## src/rtl/imem_loader_pkg.sv

```systemverilog
// Shared types and helpers for the instruction-memory boot loader.
// Latency: n/a (types, constants and a combinational packing function).
// Backpressure: n/a.
package imem_loader_pkg;

  typedef enum logic [2:0] {
    IDLE,
    HDR_HI,
    HDR_LO,
    WORD,
    WRITE,
    CSUM,
    DONE,
    ERR
  } state_t;

  localparam int HDR_BYTES      = 2;
  localparam int BYTES_PER_WORD = 4;

  // Big-endian word assembly: b0 arrived first and lands in bits [31:24].
  function automatic logic [31:0] pack_be(input logic [7:0] b0,
                                          input logic [7:0] b1,
                                          input logic [7:0] b2,
                                          input logic [7:0] b3);
    return {b0, b1, b2, b3};
  endfunction

endpackage

```

## src/rtl/imem_boot_loader_packer.sv

```systemverilog
// Collects four stream bytes into one big-endian 32-bit instruction word.
// Latency: word valid the cycle after the 4th shift; full flags that cycle.
// Backpressure: none internally; shifts only when the parent enables it.
module byte_packer
  import imem_loader_pkg::*;
(
  input  logic        clk,
  input  logic        rst_n,
  input  logic        clr,
  input  logic        shift_en,
  input  logic [7:0]  byte_in,
  output logic [1:0]  idx,
  output logic        full,
  output logic [31:0] word
);

  logic [7:0] bytes_q [BYTES_PER_WORD];

  // Shift bytes toward slot 0 so the oldest byte ends up as the MSB.
  always_ff @(posedge clk or negedge rst_n) begin
    if (!rst_n) begin
      idx  <= 2'd0;
      full <= 1'b0;
      for (int i = 0; i < BYTES_PER_WORD; i++) bytes_q[i] <= 8'h00;
    end else if (clr) begin
      idx  <= 2'd0;
      full <= 1'b0;
    end else if (shift_en) begin
      for (int i = 0; i < BYTES_PER_WORD - 1; i++) bytes_q[i] <= bytes_q[i+1];
      bytes_q[BYTES_PER_WORD-1] <= byte_in;
      idx <= idx + 2'd1;
      if (idx == 2'd3) full <= 1'b1;
    end
  end

  assign word = pack_be(bytes_q[0], bytes_q[1], bytes_q[2], bytes_q[3]);

endmodule

```

## src/rtl/imem_boot_loader.sv

```systemverilog
// Streams a length-prefixed program image into imem and holds the core until done.
// Latency: 2 header transfers, then 5 cycles minimum per word (4 bytes + 1 write).
// Backpressure: in_ready low outside load states and during WRITE; in_valid gaps stall.
// Optional trailing XOR checksum byte: define IMEM_LOADER_CHECKSUM_EN.
module imem_boot_loader
  import imem_loader_pkg::*;
#(
  parameter int IMEM_WORDS = 64,
  parameter int ADDR_W     = 8
) (
  input  logic              clk,
  input  logic              rst_n,
  input  logic              start,
  input  logic              in_valid,
  input  logic [7:0]        in_data,
  output logic              in_ready,
  output logic              imem_we,
  output logic [ADDR_W-1:0] imem_addr,
  output logic [31:0]       imem_wdata,
  output logic              cpu_hold,
  output logic              busy,
  output logic              done,
  output logic              error,
  output logic [15:0]       words_loaded
);

  state_t                 state, state_nxt;
  logic [8*HDR_BYTES-1:0] n_words;
  logic [8*HDR_BYTES-1:0] hdr_n;
  logic                   xfer;
  logic                   start_load;
  logic                   last_word;
  logic                   pk_clr;
  logic                   pk_shift;
  logic                   pk_full;
  logic [1:0]             pk_idx;
`ifdef IMEM_LOADER_CHECKSUM_EN
  logic [7:0]             csum;
`endif

  assign xfer       = in_valid && in_ready;
  assign start_load = start && (state == IDLE || state == DONE || state == ERR);
  assign hdr_n      = {n_words[15:8], in_data};
  assign last_word  = (words_loaded + 16'd1) == n_words;
  assign pk_shift   = xfer && (state == WORD);

  byte_packer u_packer (
    .clk      (clk),
    .rst_n    (rst_n),
    .clr      (pk_clr),
    .shift_en (pk_shift),
    .byte_in  (in_data),
    .idx      (pk_idx),
    .full     (pk_full),
    .word     (imem_wdata)
  );

  // State register.
  always_ff @(posedge clk or negedge rst_n) begin
    if (!rst_n) state <= IDLE;
    else        state <= state_nxt;
  end

  // Next-state and per-state outputs; a new load may start from IDLE, DONE or ERR.
  always_comb begin
    state_nxt = state;
    in_ready  = 1'b0;
    busy      = 1'b0;
    done      = 1'b0;
    error     = 1'b0;
    cpu_hold  = 1'b1;
    imem_we   = 1'b0;
    pk_clr    = start_load;
    if (start_load) state_nxt = HDR_HI;
    case (state)
      IDLE: ;
      HDR_HI: begin
        in_ready = 1'b1;
        busy     = 1'b1;
        if (xfer) state_nxt = HDR_LO;
      end
      HDR_LO: begin
        in_ready = 1'b1;
        busy     = 1'b1;
        if (xfer) begin
          if (hdr_n == '0)
`ifdef IMEM_LOADER_CHECKSUM_EN
            state_nxt = CSUM;
`else
            state_nxt = DONE;
`endif
          else if (hdr_n > (8*HDR_BYTES)'(IMEM_WORDS)) state_nxt = ERR;
          else                                           state_nxt = WORD;
        end
      end
      WORD: begin
        in_ready = 1'b1;
        busy     = 1'b1;
        if (xfer && pk_idx == 2'd3) state_nxt = WRITE;
      end
      WRITE: begin
        busy    = 1'b1;
        imem_we = pk_full;
        pk_clr  = 1'b1;
        if (last_word)
`ifdef IMEM_LOADER_CHECKSUM_EN
          state_nxt = CSUM;
`else
          state_nxt = DONE;
`endif
        else
          state_nxt = WORD;
      end
`ifdef IMEM_LOADER_CHECKSUM_EN
      CSUM: begin
        in_ready = 1'b1;
        busy     = 1'b1;
        if (xfer) state_nxt = (in_data == csum) ? DONE : ERR;
      end
`endif
      DONE: begin
        done     = 1'b1;
        cpu_hold = 1'b0;
      end
      ERR: begin
        error = 1'b1;
      end
      default: state_nxt = IDLE;
    endcase
  end

  // Header latch, write address and word count; cleared when a load starts.
  always_ff @(posedge clk or negedge rst_n) begin
    if (!rst_n) begin
      n_words      <= '0;
      imem_addr    <= '0;
      words_loaded <= 16'd0;
    end else begin
      if (start_load) begin
        imem_addr    <= '0;
        words_loaded <= 16'd0;
      end
      if (state == HDR_HI && xfer) n_words[15:8] <= in_data;
      if (state == HDR_LO && xfer) n_words[7:0]  <= in_data;
      if (state == WRITE) begin
        imem_addr    <= imem_addr + ADDR_W'(BYTES_PER_WORD);
        words_loaded <= words_loaded + 16'd1;
      end
    end
  end

`ifdef IMEM_LOADER_CHECKSUM_EN
  // Running XOR over every header and body byte; the check byte itself is excluded.
  always_ff @(posedge clk or negedge rst_n) begin
    if (!rst_n)                     csum <= 8'h00;
    else if (start_load)            csum <= 8'h00;
    else if (xfer && state != CSUM) csum <= csum ^ in_data;
  end
`endif

endmodule

```

## config.mk

```make
export PLATFORM = sky130hd
export DESIGN_NAME = imem_boot_loader
export DESIGN_NICKNAME = d
export VERILOG_FILES = /design/src/rtl/imem_loader_pkg.sv /design/src/rtl/imem_boot_loader_packer.sv /design/src/rtl/imem_boot_loader.sv
export SDC_FILE = /design/constraint.sdc
export NUM_CORES = 1
export LEC_CHECK = 0
export CORE_UTILIZATION = 50
export DETAILED_ROUTE_END_ITERATION = 10
export PLACE_DENSITY = 0.77
export RECOVER_POWER = 50
export SLEW_MARGIN = 20
export SYNTH_ARGS = -nofsm -noshare
export SYNTH_HDL_FRONTEND = slang
export SYNTH_HIERARCHICAL = 1
export SYNTH_SLANG_ARGS = --single-unit
```

## constraint.sdc

```tcl
create_clock -name clk -period 4.8 [get_ports clk]
set_input_delay 0.96 -clock clk [delete_from_list [all_inputs] [get_ports clk]]
set_output_delay 0.96 -clock clk [all_outputs]
set_load 0.05 [all_outputs]
```

# Word level (Yosys, flattened, before mapping)
# Index checks and enable logic that the tools add are counted.
[classes]
n_mux = 24
n_addsub = 3
n_bitwise = 1
magnitude_cmp = 1
reduce_logical = 18
n_eq_ne = 8
[ops]
columns = ["op", "count"]
rows = [
  ["2-to-1 mux 16 bit", 2],
  ["2-to-1 mux 3 bit", 7],
  ["adder 16 x 1 -> 16 bit, second input constant", 1],
  ["equality test 16 bit", 1],
  ["> comparator 16 x 7 -> 1 bit, second input constant", 1],
  ["logical NOT 16 bit", 1],
  ["2-to-1 mux 8 bit", 2],
  ["one-hot mux 3 bit (5 select lines)", 1],
  ["2-to-1 mux 1 bit", 10],
  ["equality test 3 bit, second input constant", 3],
  ["adder 8 x 3 -> 8 bit, second input constant", 1],
  ["equality test 3 x 2 -> 1 bit, second input constant", 2],
  ["logical AND 1 bit", 6],
  ["nonzero test 2 bit", 3],
  ["OR reduction 3 bit", 2],
  ["2-to-1 mux 2 bit", 2],
  ["AND reduction 2 bit", 2],
  ["OR reduction 4 bit", 1],
  ["equality test 3 x 1 -> 1 bit, second input constant", 1],
  ["logical NOT 3 bit", 1],
  ["adder 2 x 1 -> 2 bit, second input constant", 1],
  ["equality test 2 bit, second input constant", 1],
  ["logical OR 1 bit", 2],
  ["inverter 1 bit", 1],
]
[word_totals]
wordCells = 66
output_inout_bits = 62
reg_bits = 78
inputBits = 12

# Depth between registers and ports, before layout
[logic_depth]
word_depth = 7
depth_mapped = 9

# Hierarchy
# The synthesis kept the hierarchy.
[by_module_without_submodules]
columns = ["mod", "area_per_inst_um2", "seq_area_each_um2", "n_inst", "cells_each"]
rows = [
  ["imem_boot_loader", 2489.9, 1026.0, 1, 269],
  ["byte_packer", 1481.4, 875.8, 1, 79],
]

# Worst setup path after synthesis
# OpenSTA, ideal clock, no wires.
[synth_path]
path_kind = "register -> output"
start = "reg state[2]"
end = "out done"
setup_slack_ns = 2.259
stages_incl_launch_ff = 6
path_buffers = 2
t_arrival_ns = 1.581
path_cell_list = "dfrtp_1 -> clkbuf_1 -> clkbuf_1 -> nand2_1 -> or2_2 -> inv_1"
[synth_between]
elab_chain_cells = 2
[synth_rtl]
columns = ["item", "line_no", "text"]
rows = [
  ["start, declared", "imem_boot_loader.sv:27", "state_t state, state_nxt;"],
  ["start signal, assigned", "imem_boot_loader.sv:61", "else state <= state_nxt;"],
  ["equality test 3 bit", "imem_boot_loader.sv:75", "case (state)"],
  ["2-to-1 mux 1 bit", "imem_boot_loader.sv:75", ""],
  ["end, declared", "imem_boot_loader.sv:22", "output logic done,"],
]
# Every way passes these cells.

# Worst setup path after layout
[layout_path]
start = "in start"
end = "reg u_packer.bytes_q (netlist bit u_packer/word[18])"
[layout_between]
elab_chain_cells = 4
[layout_rtl]
columns = ["item", "line_no", "text"]
rows = [
  ["start, declared", "imem_boot_loader.sv:13", "input logic start,"],
  ["logical AND 1 bit", "imem_boot_loader.sv:42", "assign start_load = start && (state == IDLE || state == DONE || state == ERR);"],
  ["2-to-1 mux 1 bit", "imem_boot_loader.sv:75", ""],
  ["via pk_clr", "imem_boot_loader.sv:33", "logic pk_clr;"],
  ["inverter 1 bit (no source line)", "--", ""],
  ["AND reduction 2 bit (no source line)", "--", ""],
  ["end signal, assigned by index", "imem_boot_loader_packer.sv:30", "bytes_q[BYTES_PER_WORD-1] <= byte_in;"],
  ["end, declared", "imem_boot_loader_packer.sv:17", "logic [7:0] bytes_q [BYTES_PER_WORD];"],
]
# The timed path passes the listed nets, and every way through them passes these cells.
# A chain may end at the register's enable or synchronous reset.

==> impl_metrics.json <==
{
  "outcome": "finished with violations",
  "violations": "capacitance limit, slew limit",
  "finalSetupViolCount": 0,
  "io_pins": 74,
  "cts.path.max_buffers": 2,
  "slew_headroom": -0.2373,
  "synth_area_per_cell_sq_um": 11.41,
  "ys_warn_count": 6,
  "post_route_cells_drive_above_1_share": 0.1823,
  "finalNetCount": 427,
  "muxShareOfSynthArea": 0.1727,
  "fin_skew_ns": 0.008445,
  "yosysTopAreaCellShare": 0.4789,
  "htree_levels": 3,
  "core_area_sq_um": 7687,
  "yosysSeqAreaShare": 0.4789,
  "cts_setup_buffers": 0,
  "cts.clk_slew.worst_paths_ns": 0.09,
  "grt_pass1_vias": 2839,
  "ys_seq_elements": 76,
  "numCtsBuffers": 9,
  "maxCapViolCount": 1,
  "ant_nets": 0,
  "n_antenna_cell": 0,
  "synth_compound_area_frac": 0.1074,
  "peakVddDrop_mv": 0.5854,
  "dr.pass1.iters": 4,
  "area_growth_pct": 22.59,
  "hold_depth": 1,
  "reg2reg_depth": 8,
  "drc_errors": 0,
  "netlist_area_sq_um": 3971,
  "die_area_sq_um": 8303,
  "yosys.cell_types.count": 56,
  "cp-end-kind": "flip-flop",
  "vias": 2933,
  "hold_buffers": 0,
  "gp_congestion": 0.8326,
  "root_buffer": "clkbuf_8",
  "period_minus_slack_ns": 3.770,
  "overflow": 0,
  "setup_ws_ns": 1.030,
  "num_rows": 32,
  "synthSimpleGateAreaFrac": 0.1374,
  "reg2reg_slack_ns": 1.49,
  "synth_cells": 348,
  "grt_antenna_before_repair": 0,
  "start_kind": "input pin",
  "hpwl_mm": 5.755,
  "clkLatencyLatePin_ns": 0.35,
  "port_buffers": 71,
  "synth_top_family_by_area": "multiplexers",
  "dieHeight_um": 91.12,
  "dieWidth_um": 91.12,
  "required_ns": 5.04,
  "wire_per_inst_um": 16.27,
  "grt_pass1_wl_mm": 14.06,
  "leakagePower_nw": 2.026,
  "grt_max_degree": 77,
  "initial_core_util": 0.5166,
  "place_ws_ns": 1.460,
  "crit_type": "in2reg",
  "ctsResizeCount": 0,
  "yosysMostFrequentCell": "dfrtp_1",
  "rsz0062_at_grt": "no",
  "drtIter0Drc": 199,
  "tns_ns": 0,
  "synthAdderAreaFrac": 0.009452,
  "worst_ep_arrival_time_ns": 4.01,
  "routed_wl_mm": 8.442,
  "synthFlopType": "dfrtp_1",
  "yosys.area.top_type": "dfrtp_1",
  "clock-sinks": 76,
  "slew_viol_final": 77,
  "cts_tree": "built",
  "synth-edff-count": 0,
  "vias_per_cell": 5.651,
  "synth_xor_area_frac": 0.05072,
  "hold_class": "reg2reg",
  "finalCritPeriodShare": 0.7854,
  "hold_viol_final": 0,
  "path_max_fanout": 32,
  "async_reset_ff_frac": 1.000,
  "tightest_slew_ns": 1.856,
  "ys_top_cells_by_count": "dfrtp_1 (76), mux2_4 (30), nor2_1 (30)",
  "grtUsageTotal": 0.2154,
  "synthTopCellsByArea": "dfrtp_1 (48%), mux2_4 (11%), mux2_2 (5.1%)",
  "maxClockFrequency_ghz": 0.2653,
  "power_density_nw_per_um2": 708.9
}
power breakdown:
| part | total (mW) | leakage [nW] | switching (mW) | internal, mW |
|---|---|---|---|---|
| registers | 1.15 | 0.952 | 0.259 | 0.891 |
| clock network | 0.496 | 0.0935 | 0.251 | 0.245 |
| logic | 1.81 | 0.981 | 1.01 | 0.795 |
stage by stage:
step / power, mW / instance area, sq um / hold WS, ns / util / instances
4_1_cts: 3.477 / 4878 / 0.4898 / 0.6346 / 519
5_1_grt: 3.622 / 4868 / 0.5065 / 0.6333 / 519
6_report: 3.451 / 4868 / 0.4867 / 0.6333 / 519
3_3_place_gp: 2.933 / 4679 / 0.4744 / 0.6087 / 503
2_1_floorplan: 2.489 / 3975 / 0.4550 / - / 349
3_5_place_dp: 2.975 / 4679 / 0.4793 / 0.6087 / 503
worst max-delay path: stages:
cell	delay, ns
dlygate4sd3_1	0.60
a21o_1	0.18
a22oi_1	0.17
clkbuf_1	0.72
inv_1	0.32
nor2b_4	0.17
buf_4	0.48
mux2_2	0.40
cells in the final DEF, fill, tap and decap left out, types with 6 or more instances in the layout:
| cell | netlist | final |
|---|---|---|
| o21ai_0 | 28 | 28 |
| nor3_1 | 7 | 7 |
| mux2_4 | 30 | 30 |
| mux2_2 | 18 | 18 |
| clkbuf_8 | 0 | 9 |
| dfrtp_1 | 76 | 76 |
| nor2_1 | 30 | 30 |
| xor2_1 | 7 | 7 |
| xnor2_1 | 16 | 16 |
| nand2_1 | 19 | 19 |
| nand3_1 | 9 | 9 |
| a21oi_1 | 6 | 6 |
| nor4_1 | 6 | 6 |
| and3_1 | 7 | 7 |
| clkdlybuf4s50_1 | 0 | 68 |
cells by family (layout without fill, tap and decap cells):
logic type / Yosys count / after routing
simple gates: 103 / 103
flops: 76 / 76
compound gates: 66 / 66
mux: 50 / 50
buf+inv: 26 / 94
xor+xnor: 23 / 23
fa+ha+maj: 3 / 3
other cells: 1 / 2
area by class of cell:
| type | instances | area, sq um |
|---|---|---|
| fill | 635 | 2819 |
| multi-input combinational | 247 | 1904 |
| sequential | 76 | 1902 |
| timing repair buffer | 74 | 720.7 |
| clock buffer | 10 | 127.6 |
| tap | 102 | 127.6 |
| clock inverter | 6 | 71.32 |
| inverter | 4 | 15.01 |
registers in the layout (all words and copies together), names as in the netlist:
signal,count
u_packer/word,32
n_words,16
words_loaded,16
imem_addr,6
state,3
u_packer/idx,2
u_packer/full,1
per-layer routing:
metal / track usage / part of all wire / vias up
met4: 0.1032 / 0.022 / 0
li1: - / - / 1378
met5: 0 / 0 / -
met3: 0.03266 / 0.038 / 17
met2: 0.3359 / 0.47 / 89
met1: 0.2954 / 0.47 / 1449
worst paths after layout:
check | from | end
worst max-delay path | start | u_packer/word[18]
max in group asynchronous | rst_n | n_words[4]
min in group asynchronous | rst_n | words_loaded[10]
worst min register to register | imem_addr[7] | imem_addr[7]
worst max register to register | state[1] | u_packer/word[18]
worst min-delay path | imem_addr[7] | imem_addr[7]
(Power assumes the default switching activity.)
==> edit 1: new RTL, same settings <==
The parameter `IMEM_WORDS` goes from 64 to 32.
--- a/src/rtl/imem_boot_loader.sv
+++ b/src/rtl/imem_boot_loader.sv
@@ -7,3 +7,3 @@
 #(
-  parameter int IMEM_WORDS = 64,
+  parameter int IMEM_WORDS = 32,
   parameter int ADDR_W     = 8
Function: changed (Yosys sat finds a counterexample within 4 cycles, from zero or initial values and one cycle with rst_n low).
==> edit 1 against the unedited design <==
- the run still ends with max-capacitance violations, max-slew violations left
- critical path depth is the same
- final area increased by 1.5%
- sequential power grew 13%
- clock power increased by 9.5%
- first-iteration DRC count fell by 29%
- fmax increased by 2.4%
- area after synthesis increased by 1.3%
- wire length rose by 1.6%
- count of clock-buffer cells in the layout rose by 1
- sequential cell count is the same
- worst setup slack gained 0.090 ns
- total power grew 15%
- core utilization up 0.28 points
- critical path type unchanged
==> edit 1: results (changes against the unedited design) <==
Synth
  – Synth top cells by count: dfrtp_1, o21ai_0, mux2_4, nor2_1, nand2_1 (was dfrtp_1, mux2_4, nor2_1, o21ai_0, nand2_1)
  – Post-synth ARST share: 1.00 (unchanged)
  – Synth top area cells: dfrtp_1, mux2_4, mux2_2 (unchanged)
  – Synthesized instance count: 357 (was 348)
  – Synth warnings: 6 (unchanged)
  – Synth cell types: 55 (was 56)
  – Area share of the largest cell type after synthesis: 0.473 (was 0.479)
  – Register area share after synthesis: 0.473 (was 0.479)

Placement
  – Port Buffers: 71 (unchanged)
  – Gp weighted congestion: 0.870 (was 0.833)
  – Area post-placement: 4720 sq um (was 4680 sq um)
  – Post-DP HPWL: 5870 um (was 5750 um)
  – Cells after DPL: 512 (was 503)

Layout
  – Number of flip-flops in the largest register: 32 (unchanged)
  – Cell Count, Final, Fillers Out: 528 (was 519)
  – Layout cells sized above 1: 0.178 (was 0.182)
  – # fillers: 632 (was 635)
  – Antenna Cells: 0 (unchanged)
  – Final net count: 436 (was 427)

Drt
  – DR pass1 iterations: 6 (was 4)
  – DRT iter0 DRCs: 142 (was 199)
  – Detailed-route via count: 2,994 (was 2,933)
  – Post-Route WL: 8580 um (was 8440 um)

Flow run
  – Max-cap violation count: 1 (unchanged)

Worst hold path
  – Hold Crit Class: flip-flop to flip-flop (unchanged)
  – Hold path cells: 1 (unchanged)
  – Worst Hold End: imem_addr[7] (unchanged)

Run status
  – Outcome: finished with violations (unchanged)
  – Failing checks: max-capacitance violations, max-slew violations (unchanged)

Worst setup path
  – Crit Path Max Fanout: 32 (unchanged)
  – FF-to-FF path depth: 8 (unchanged)
  – R2r setup slk: 1.61 ns (was 1.49 ns)

STA
  – Slew Limit Headroom: -0.221 (was -0.237)
  – Max Slew Vio Count: 77 (unchanged)
  – Hold WS: 0.499 ns (was 0.487 ns)
  – Worst Skew: 0.00937 ns (was 0.00844 ns)

Power
  – Lkg Pwr: 2.08 nW (was 2.03 nW)
  – Maximum VDD drop: 0.412 mV (was 0.585 mV)

Global route
  – Initial antenna violation count: 0 (unchanged)
  – First-pass GRT wire length: 14,200 um (was 14,100 um)
  – Total track usage: 0.213 (was 0.215)
  – Vias in the first global route: 2,866 (was 2,839)

Clocking
  – Max Buffers Root-to-Sink: 2 (unchanged)
  – CTS clk-pin slew, worst paths: 0.07 ns (was 0.09 ns)
  – Post-CTS sizing: 0 (unchanged)
  – Total CTS buffers: 9 (unchanged)
  – Htree depth: 3 (unchanged)
  – Root Buffer: clkbuf_8 (unchanged)
  – Later-pin clock latency in the skew report: 0.35 ns (about the same)
-- edit 1: layer usage --
metal | track usage | vias up | part of all wire
li1 | - | 1407 | -
met5 | 0 | - | 0
met1 | 0.301 | 1498 | 0.46
met4 | 0.0807 | 0 | 0.020
met2 | 0.340 | 75 | 0.48
met3 | 0.0257 | 14 | 0.038
-- edit 1: worst max-delay path by stage --
stage / end / cells after the start / from / slack, ns
finish: u_packer/word[18] / 8 / start / 1.12
floorplan: state[2] / 8 / words_loaded[0] / 2.08
CTS: done / 4 / state[2] / 1.53
global route: u_packer/word[17] / 8 / start / 0.94
global placement: u_packer/word[18] / 8 / start / 1.52
detailed placement: u_packer/word[17] / 8 / start / 1.48
-- edit 1: stage by stage --
| step | total power (W) | setup slack (ns) |
|---|---|---|
| floorplan | 0.00285 | 2.08 |
| global placement | 0.00339 | 1.52 |
| detailed placement | 0.00344 | 1.48 |
| CTS | 0.00399 | 1.53 |
| global route | 0.00416 | 0.941 |
| finish | 0.00397 | 1.12 |
-- edit 1: layout make-up --
class                      count  area [sq um]  area share
clock buffer                  11           141      0.0286
inverter                       6          22.5     0.00456
timing repair buffer          75           728       0.147
tap                          102           128      0.0258
sequential                    76          1900       0.385
clock inverter                 5          85.1      0.0172
multi-input combinational    253          1930       0.391
-- edit 1: critical path, stage by stage --
cell	delay [ns]
dlygate4sd3_1	0.59
a21oi_1	0.16
a2bb2oi_1	0.16
clkbuf_1	0.73
inv_1	0.27
nor2b_4	0.16
buf_4	0.47
mux2_2	0.40
-- edit 1: power by group --
group	switching (W)	internal, W	total (W)	leakage, nW
Sequential	0.000365	0.000939	0.00130	0.944
Combinational	0.00122	0.000902	0.00212	1.03
Clock	0.000234	0.000309	0.000543	0.110
-- edit 1: kinds of logic after synthesis --
kind of cell    after synthesis  share of synthesized area
buf+inv                      29                     0.0473
compound gates               69                      0.105
mux                          50                      0.167
fa+ha+maj                     3                    0.00933
flops                        76                      0.473
simple gates                103                      0.141
xor+xnor                     26                     0.0566
other cells                   1                   0.000932
==> edit 2: new RTL, config.mk and constraints unchanged <==
Made on the original files. Re-encode `state_t` (8 states) as one-hot, 8 bits wide.
--- a/src/rtl/imem_loader_pkg.sv
+++ b/src/rtl/imem_loader_pkg.sv
@@ -5,11 +5,11 @@
 
-  typedef enum logic [2:0] {
-    IDLE,
-    HDR_HI,
-    HDR_LO,
-    WORD,
-    WRITE,
-    CSUM,
-    DONE,
-    ERR
+  typedef enum logic [7:0] {
+    IDLE   = 8'b00000001,
+    HDR_HI = 8'b00000010,
+    HDR_LO = 8'b00000100,
+    WORD   = 8'b00001000,
+    WRITE  = 8'b00010000,
+    CSUM   = 8'b00100000,
+    DONE   = 8'b01000000,
+    ERR    = 8'b10000000
   } state_t;
Behaviour: no difference found for any inputs over 10 cycles, from zero or initial values and one cycle with rst_n low; not proved beyond that.
==> edit 2 against the unedited design <==
- fmax shrank 1.3%
- sequential cell count grew 5
- final area grew 8.9%
- wire length grew 15%
- sequential share of layout area shrank 0.82 points
- worst setup slack lost 0.050 ns
- critical path depth shrank 1
- area after synthesis grew 9.9%
- critical endpoint is now imem_we
Power is not compared: it rests on default switching activity, and its combinational part moved more than twofold at a synthesized area within 25%.
==> edit 2: results (changes against the unedited design) <==
Run status
  – Outcome: finished, final reports clean (was finished with violations)

Power
  – Maximum VDD drop: 0.159 mV

Layout
  – Final net count: 475 (was 427)
  – Layout cells sized above 1: 0.168 (was 0.182)
  – # fillers: 679 (was 635)
  – Antenna Cells: 0 (unchanged)

STA
  – Slew Limit Headroom: 0.338 (was -0.237)
  – Min Clock Period, post-route: 3.82 ns (was 3.77 ns)
  – Worst Skew: 0.0115 ns (was 0.00844 ns)

Synth
  – Synth top cells by count: dfrtp_1, o21ai_0, mux2_4, nand2_1, nor2_1 (was dfrtp_1, mux2_4, nor2_1, o21ai_0, nand2_1)
  – Register area share after synthesis: 0.465 (was 0.479)
  – Synth top area cells: dfrtp_1, mux2_4, mux2_2 (unchanged)
  – Synth cell types: 64 (was 56)

Drt
  – Detailed-route via count: 3,269 (was 2,933)
  – Post-Route WL: 9710 um (was 8440 um)
  – M1 wire length: 4220 um (was 3930 um)
  – Met2 wire length: 4970 um (was 4010 um)
  – Met3 routed WL: 363 um (was 321 um)
  – DRT iter0 DRCs: 247 (was 199)

Global route
  – First-pass GRT wire length: 15,600 um (was 14,100 um)
  – Met1 Use GR: 0.294 (was 0.295)
  – Largest net degree at the start of global routing: 82 (was 77)
  – Vias in the first global route: 3,133 (was 2,839)
  – M3 GR Usage: 0.0359 (was 0.0327)
  – Met2 GRT Util: 0.378 (was 0.336)

Placement
  – Post-DP HPWL: 6830 um (was 5750 um)
  – Worst slack at placement: 1.22 ns (was 1.46 ns)
  – Gp weighted congestion: 0.894 (was 0.833)

Worst setup path
  – Crit path DAT: 2.86 ns (was 4.01 ns)
  – Worst setup startpoint: state[1] (was start)
  – R2r setup slk: 1.32 ns (was 1.49 ns)
  – Reg-to-Reg End: u_packer/word[7] (was u_packer/word[18])
  – Crit path to: imem_we (was u_packer/word[18])
  – Crit Path Max Fanout: 13 (was 32)

Worst hold path
  – Hold path cells: 2 (was 1)
  – HP Start: u_packer/full (was imem_addr[7])
edit 2: cell type report:
type	count	area (sq um)	share of cell area
multi-input combinational	286	2120	0.401
clock inverter	7	130	0.0245
tap	105	131	0.0248
sequential	81	2030	0.382
inverter	8	30.0	0.00566
clock buffer	9	124	0.0234
timing repair buffer	74	734	0.139
edit 2: worst max-delay path, stage by stage (launching register included):
cell and delay [ns]:
dfrtp_1 0.45, or2_2 0.36, nor2_1 0.21, nand2_1 0.11, nor3b_1 0.19, buf_4 0.24, and2_1 0.15, clkdlybuf4s50_1 0.79
edit 2: kinds of logic (layout without fill, tap and decap cells):
kind of cell             after synthesis  in the layout  share of synthesized area
AO/OA/AOI/OAI                         74             74                      0.107
multiplexers                          50             50                      0.154
adder cells (fa/ha/maj)                3              3                    0.00860
XOR/XNOR                              26             26                     0.0522
flip-flops                            81             81                      0.465
AND/OR/NAND/NOR                      130            130                      0.164
other                                  1              3                   0.000859
buffers and inverters                 34             98                     0.0484
edit 2: per-stage QoR:
stage	cell area [sq um]	instances	utilization	hold slack (ns)	power, W
floorplan	4370	401	-	0.454	0.000775
global placement	5050	554	0.606	0.498	0.000815
detailed placement	5050	554	0.606	0.499	0.000819
CTS	5310	570	0.636	0.520	0.00144
global route	5300	570	0.636	0.532	0.00149
finish	5300	570	0.636	0.514	0.00143
edit 2: worst min path at each step:
| stage | end | slack [ns] |
|---|---|---|
| CTS | u_packer/full | 0.52 |
| detailed placement | u_packer/full | 0.50 |
| global route | u_packer/word[30] | 0.53 |
| floorplan | u_packer/full | 0.45 |
| global placement | u_packer/word[27] | 0.50 |
| finish | u_packer/full | 0.51 |
edit 2: report_power, final:
part	total (W)	switching, W	internal, W
Sequential	0.000703	0.0000122	0.000691
Combinational	0.000102	0.0000666	0.0000349
Clock	0.000628	0.000272	0.000356
